--- src/rtl/pipe_stage_skid.sv ---
// Elastic pipeline-stage register with a two-entry skid buffer, synchronous flush
// and a saturating stall counter. in_ready is registered so out_ready never reaches it combinationally.
module pipe_stage_skid #(
  parameter int WIDTH = 64,
  parameter int CNT_W = 16
) (
  input  logic             clk,
  input  logic             reset,
  input  logic             flush,
  input  logic             in_valid,
  output logic             in_ready,
  input  logic [WIDTH-1:0] in_data,
  output logic             out_valid,
  input  logic             out_ready,
  output logic [WIDTH-1:0] out_data,
  output logic [1:0]       occupancy,
  output logic [CNT_W-1:0] stall_cnt
);

  typedef enum logic [1:0] {EMPTY, ONE, FULL} state_t;

  state_t           state;
  state_t           next_state;
  logic [WIDTH-1:0] main_q;
  logic [WIDTH-1:0] skid_q;
  logic             accept;
  logic             deliver;

  assign accept   = in_valid & in_ready;
  assign deliver  = out_valid & out_ready;
  assign out_data = main_q;

  always_comb begin
    next_state = state;
    case (state)
      EMPTY: if (accept) next_state = ONE;
      ONE: begin
        if (accept && !deliver)      next_state = FULL;
        else if (!accept && deliver) next_state = EMPTY;
      end
      FULL:    if (deliver) next_state = ONE;
      default: next_state = EMPTY;
    endcase
    // Squash wins over everything; a same-cycle deliver has already been sampled downstream.
    if (flush) next_state = EMPTY;
  end

  always_ff @(posedge clk or negedge reset) begin
    if (!reset) begin
      state     <= EMPTY;
      main_q    <= '0;
      skid_q    <= '0;
      out_valid <= 1'b0;
      occupancy <= 2'd0;
      in_ready  <= 1'b1;
      stall_cnt <= '0;
    end else begin
      state     <= next_state;
      in_ready  <= (next_state != FULL);
      out_valid <= (next_state != EMPTY);
      case (next_state)
        ONE:     occupancy <= 2'd1;
        FULL:    occupancy <= 2'd2;
        default: occupancy <= 2'd0;
      endcase

      // Data registers keep their old contents on flush; they are don't-care while out_valid=0.
      if (!flush) begin
        case (state)
          EMPTY: if (accept) main_q <= in_data;
          ONE: begin
            if (accept && deliver)  main_q <= in_data;
            if (accept && !deliver) skid_q <= in_data;
          end
          FULL:    if (deliver) main_q <= skid_q;
          default: ;
        endcase
      end

      if (out_valid && !out_ready && (stall_cnt != {CNT_W{1'b1}}))
        stall_cnt <= stall_cnt + {{(CNT_W-1){1'b0}}, 1'b1};
    end
  end

endmodule
--- config.mk ---
export PLATFORM = sky130hd
export DESIGN_NAME = pipe_stage_skid
export DESIGN_NICKNAME = d
export VERILOG_FILES = /design/src/rtl/pipe_stage_skid.sv
export SDC_FILE = /design/constraint.sdc
export NUM_CORES = 1
export LEC_CHECK = 0
export ABC_AREA = 1
export CAP_MARGIN = 20
export CORE_MARGIN = 1
export CORE_UTILIZATION = 25
export CTS_BUF_LIST = sky130_fd_sc_hd__clkbuf_4 sky130_fd_sc_hd__clkbuf_8
export CTS_CLUSTER_DIAMETER = 120
export DETAILED_ROUTE_END_ITERATION = 16
export PLACE_DENSITY_LB_ADDON = 0.3
export SLEW_MARGIN = 0
export SYNTH_ARGS = -nofsm -noshare
export SYNTH_HDL_FRONTEND = slang
export SYNTH_SLANG_ARGS = --single-unit
--- constraint.sdc ---
create_clock -name clk -period 2 [get_ports clk]
set_input_delay 0.3 -clock clk [delete_from_list [all_inputs] [get_ports clk]]
set_output_delay 0.3 -clock clk [all_outputs]
set_load 0.05 [all_outputs]
# Word level (Yosys, flattened, before mapping)
# Cells that the tools add are included.
# op_classes
add_sub_neg	1
mul	0
n_div	0
magnitude_cmp	0
n_eq_ne	9
shifts	0
mux	11
n_bitwise	3
reduce_logical	13
# op_table
op	n
2-to-1 mux 64 bit	3
one-hot mux 64 bit (3 select lines)	1
adder 16 x 1 -> 16 bit (second input constant)	1
!= test 16 bit (second input constant)	1
2-to-1 mux 2 bit	5
!= test 2 bit (second input constant)	4
one-hot mux 2 bit (3 select lines)	1
logical AND 1 bit	5
AND reduction 5 bit	1
== test 2 x 1 -> 1 bit (second input constant)	2
== test 2 bit (second input constant)	2
one-hot mux 2 bit (2 select lines)	1
zero test 1 bit	3
AND reduction 3 bit	1
nonzero test 3 bit	1
bitwise AND 1 bit	2
zero test 2 bit	1
nonzero test 2 bit	1
inverter 1 bit	1
# totals
register_bits	150
latchBits	0
ramBits	0
romBits	0
output_inout_bits	84
wordCells	44
mem_count	0

# Logic depth before layout (Yosys ltp)
# Gate-level depths: netlist of run 1.
# depth
depth_word	9
depth_mapped	9

# Least setup slack after synthesis of run 1
# Ideal clock, no wire load.
# synth_timing
path_type	flip-flop to flip-flop
start	reg stall_cnt[0]
end	reg stall_cnt[10]
t_arrival_ps	1767
t_required_ps	1934
slack_ps	167
stages_incl_launch_ff	9
path_buffers	1
period_less_slack_ps	1833
cell_sequence	dfrtp_1 ha_1 nand3_1 nor2_2 nand2_2 nand2_4 buf_8 nand2_1 nand2_1
# synth_between
elab_chain_len	2
word_cells_on_any_way	3
cone_classes	add/sub (1); eq/ne (1); reduce/logical (1)
# synth_rtl
element	line_no	text
start: declaration	17	output logic [CNT_W-1:0] stall_cnt
start signal: assignment	81	stall_cnt <= stall_cnt + {{(CNT_W-1){1'b0}}, 1'b1};
parallel branches: the longest is 2 deep, another holds adder 16 x 1 -> 16 bit	-	
# Several ways; the timed one is not identified.
# A chain may end at the register's enable or synchronous reset.

# Worst setup path in the final report of run 1
# layout_timing
start	reg main_q[37] (netlist: out_data[37])
end	out out_data[37]
# layout_rtl
element	line_no	text
start: declaration	24	logic [WIDTH-1:0] main_q;
start signal: assignment	70	EMPTY: if (accept) main_q <= in_data;
start signal: assignment	72	if (accept && deliver) main_q <= in_data;
start signal: assignment	75	FULL: if (deliver) main_q <= skid_q;
end: declaration	15	output logic [WIDTH-1:0] out_data,
# No word-level cell between the ends.

==> results of run 1 <==
## power breakdown
| group | total [W] | switching (W) | internal [W] |
|---|---|---|---|
| combinational | 0.00482 | 0.00323 | 0.00160 |
| clock | 0.00247 | 0.00133 | 0.00114 |
| sequential | 0.00475 | 0.000567 | 0.00418 |
| total | 0.0120 | 0.00512 | 0.00693 |
## how the worst max path moves through the flow
stage	start	to	slack, ns
floorplan	stall_cnt[0]	stall_cnt[10]	0.17
CTS	out_data[10]	out_data[10]	0.0004
detailed placement	out_ready	stall_cnt[11]	-0.04
global route	out_data[24]	out_data[24]	0.001
finish	out_data[37]	out_data[37]	0.07
global placement	out_ready	stall_cnt[13]	0.01
## cell type report
class / count / share of cell area
multi-input cells: 520 / 0.2521
flip-flops and latches: 150 / 0.4074
clock inverters: 15 / 0.01846
well taps: 341 / 0.04629
clock buffers: 17 / 0.02538
diodes: 1 / 0.0002715
repair buffers: 166 / 0.1895
inverters: 149 / 0.06068
## worst register-to-register path: stages, from the launching register on
cell and delay [ns]:
dfrtp_1 0.44, ha_1 0.22, nand3_1 0.13, nor2_2 0.08, a21oi_2 0.46, nand2_1 0.11, nand2_1 0.09
## cells by family after synthesis
| kind of cell | share of synthesized area |
|---|---|
| compound gates | 0.1464 |
| xor+xnor | 0.01013 |
| fa+ha+maj | 0.001809 |
| buf+inv | 0.1229 |
| flops | 0.5431 |
| simple gates | 0.1757 |
## synth_stat cells (all sizes together)
library cell / number
inv: 149
nand2: 237
a21oi: 37
dfrtp: 149
a21boi: 1
nor2: 56
dfstp: 1
nor3: 1
and2: 1
ha: 1
buf: 28
nand4: 7
clkbuf: 15
nand3: 8
o21ai: 163
xnor2: 8
## timing repair
action	in CTS	in global routing
hold buffers	1	0
endpoints found under the hold margin	49	0
endpoints found under the setup margin	21	32
resized for setup	21	22
## sequential cells by signal (all words and copies together) (netlist names)
name       cells
occupancy      2
in_ready       1
stall_cnt     16
out_valid      1
state          2
skid_q        64
out_data      64
## cells in the final DEF (no fill, tap or decap), drive strengths merged
| cell type | n |
|---|---|
| nand4 | 7 |
| dlygate4sd2 | 21 |
| nand2 | 237 |
| a21boi | 1 |
| clkdlybuf4s50 | 105 |
| ha | 1 |
| diode | 1 |
| nand3 | 8 |
| and2 | 1 |
| a21oi | 37 |
| xnor2 | 8 |
| o21ai | 163 |
| dfrtp | 149 |
| clkbuf | 17 |
| dlygate4sd3 | 1 |
| nor3 | 1 |
| bufinv | 2 |
| dlymetal6s2s | 21 |
| dfstp | 1 |
| clkinv | 3 |
| buf | 18 |
| nor2 | 56 |
| inv | 155 |
| clkinvlp | 4 |
## per-layer routing
| metal | vias up | GRT usage |
|---|---|---|
| li1 | 2930 | - |
| met1 | 2605 | 0.1708 |
| met2 | 133 | 0.1901 |
| met3 | 7 | 0.03479 |
| met4 | 0 | 0.03320 |
| met5 | - | 0 |
## metrics by stage
stage / setup slack, ns / util / hold WS (ns)
finish: 0.07215 / 0.3411 / 0.3633
global placement: 0.01208 / 0.3245 / 0.2930
floorplan: 0.1667 / - / 0.004409
global route: 0.001448 / 0.3410 / 0.4010
CTS: 0.0004248 / 0.3389 / 0.3540
detailed placement: -0.04078 / 0.3245 / 0.2923
==> metrics.cfg, run 1 <==
[clock_network]
worstSkewPairLatency_ns=0.44
clk_pin_slew_worst_paths_ns=0.09
cts_tree=yes
cts_buffer_depth=2
postCtsSetupRepairBufs=0
cts_root_buffer=clkbuf_8
htree_levels=4
clock_sinks=150
cts_made_buffers=17

[synth]
ys_seq_elements=150
ys_seq_area_frac=0.5431
synthTopCellsByArea=dfrtp_1 (54%), nand2_1 (13%), o21ai_0 (10%), inv_1 (8.0%), nor2_1 (3.0%)
syn_nets=932
synth_cells=862
synthDominantCellAreaShare=0.5393
syn_area_per_cell_um2=8.021
syn-cell-area_um2=6914
synth.distinct_cells=24
yosysTopAreaCell=dfrtp_1
yosysWarnings=0

[floorplanning]
core.rowCount=60
die_w_um=168.3
io_pins=153
core_um2=27030
die_h_um=168.3
die_area_um2=28320
initial_utilization=0.2558

[setup_path]
crit_fanout=2
max_stage_delay_ns=0.81
cp-start-kind=flop
crit_cells=1
cp_top_family=buffers and inverters
endpoint_kind=output port
reg2reg_to=stall_cnt[1]
r2r-start=stall_cnt[1]
crit_buf_inv=1
arrival_ns=1.63
r2r_slack_ns=0.43
reg2reg_depth=6
worstPathRequired_ns=1.70
worstPathCellList=clkdlybuf4s50_1
critical_path.slowest_cell=clkdlybuf4s50_1
crit_type=flop to output port

[global_routing]
grt_pass1_vias=5370
grt_max_degree=83
grt.total_usage=0.1241
grt_pass1_wl_um=27810
grt.overflow.total=0
antenna_found_initial=1

[final_layout]
drive_above_1_share=0.05998
fin_area_um2=9218
nets=1074
layout.cells.non_filler=1359
regArea_um2=3755
multi_input_area_um2=2323
nFillCells=2879
syn_to_final_growth_pct=33.32

[sta]
tns_ns=0
tightest_slew_ns=0.5627
rsz0062_at_grt=false
clock-skew-final_ns=0.01556
final.min_clock_period_ns=1.928
hold_viol_final=0
relSlewSlack=0.6249
fin_crit_sh=0.9639
finalSetupViolCount=0
max_freq_ghz=0.5187
finalMaxSlewViolations=0

[placed_design]
portBuffers=152
placedInstanceArea_um2=8771
gp_congestion=0.7508
hpwlAfterDp_um=10920
dpl.cell_count=1325

[detailed_routing]
wl_met2_um=7171
top_layer=met4
firstDrtPassIters=5
via_per_inst=4.176
wl_met3_um=980
routedWlPerCell_um=12.17
wl_met1_um=8248
routed_wl_um=16540
vias=5675
drt_iter0_drc=295
antenna_left=0
drc=0

[pwr]
ir_drop_uv=611.9
powerDensity_nw_per_um2=1307
p_leak_nw=4.674
power_w=0.01205

[hold_path]
worst_hold_path_type=input port to asynchronous set/reset pin

[run]
max_cap_viol_count=0

[run_status]
status=finished, final reports clean

No activity file was read; power rests on OpenSTA's default activity.
==> inputs of run 2 (changes only) <==
--- a/config.mk
+++ b/config.mk
@@ -10,7 +10,6 @@
 export CORE_MARGIN = 1
 export CORE_UTILIZATION = 25
 export CTS_BUF_LIST = sky130_fd_sc_hd__clkbuf_4 sky130_fd_sc_hd__clkbuf_8
-export CTS_CLUSTER_DIAMETER = 120
 export DETAILED_ROUTE_END_ITERATION = 16
 export PLACE_DENSITY_LB_ADDON = 0.3
 export SLEW_MARGIN = 0
==> results of run 2 <==
Same layout as run 1: the final DEF is identical, and so are final timing and power.
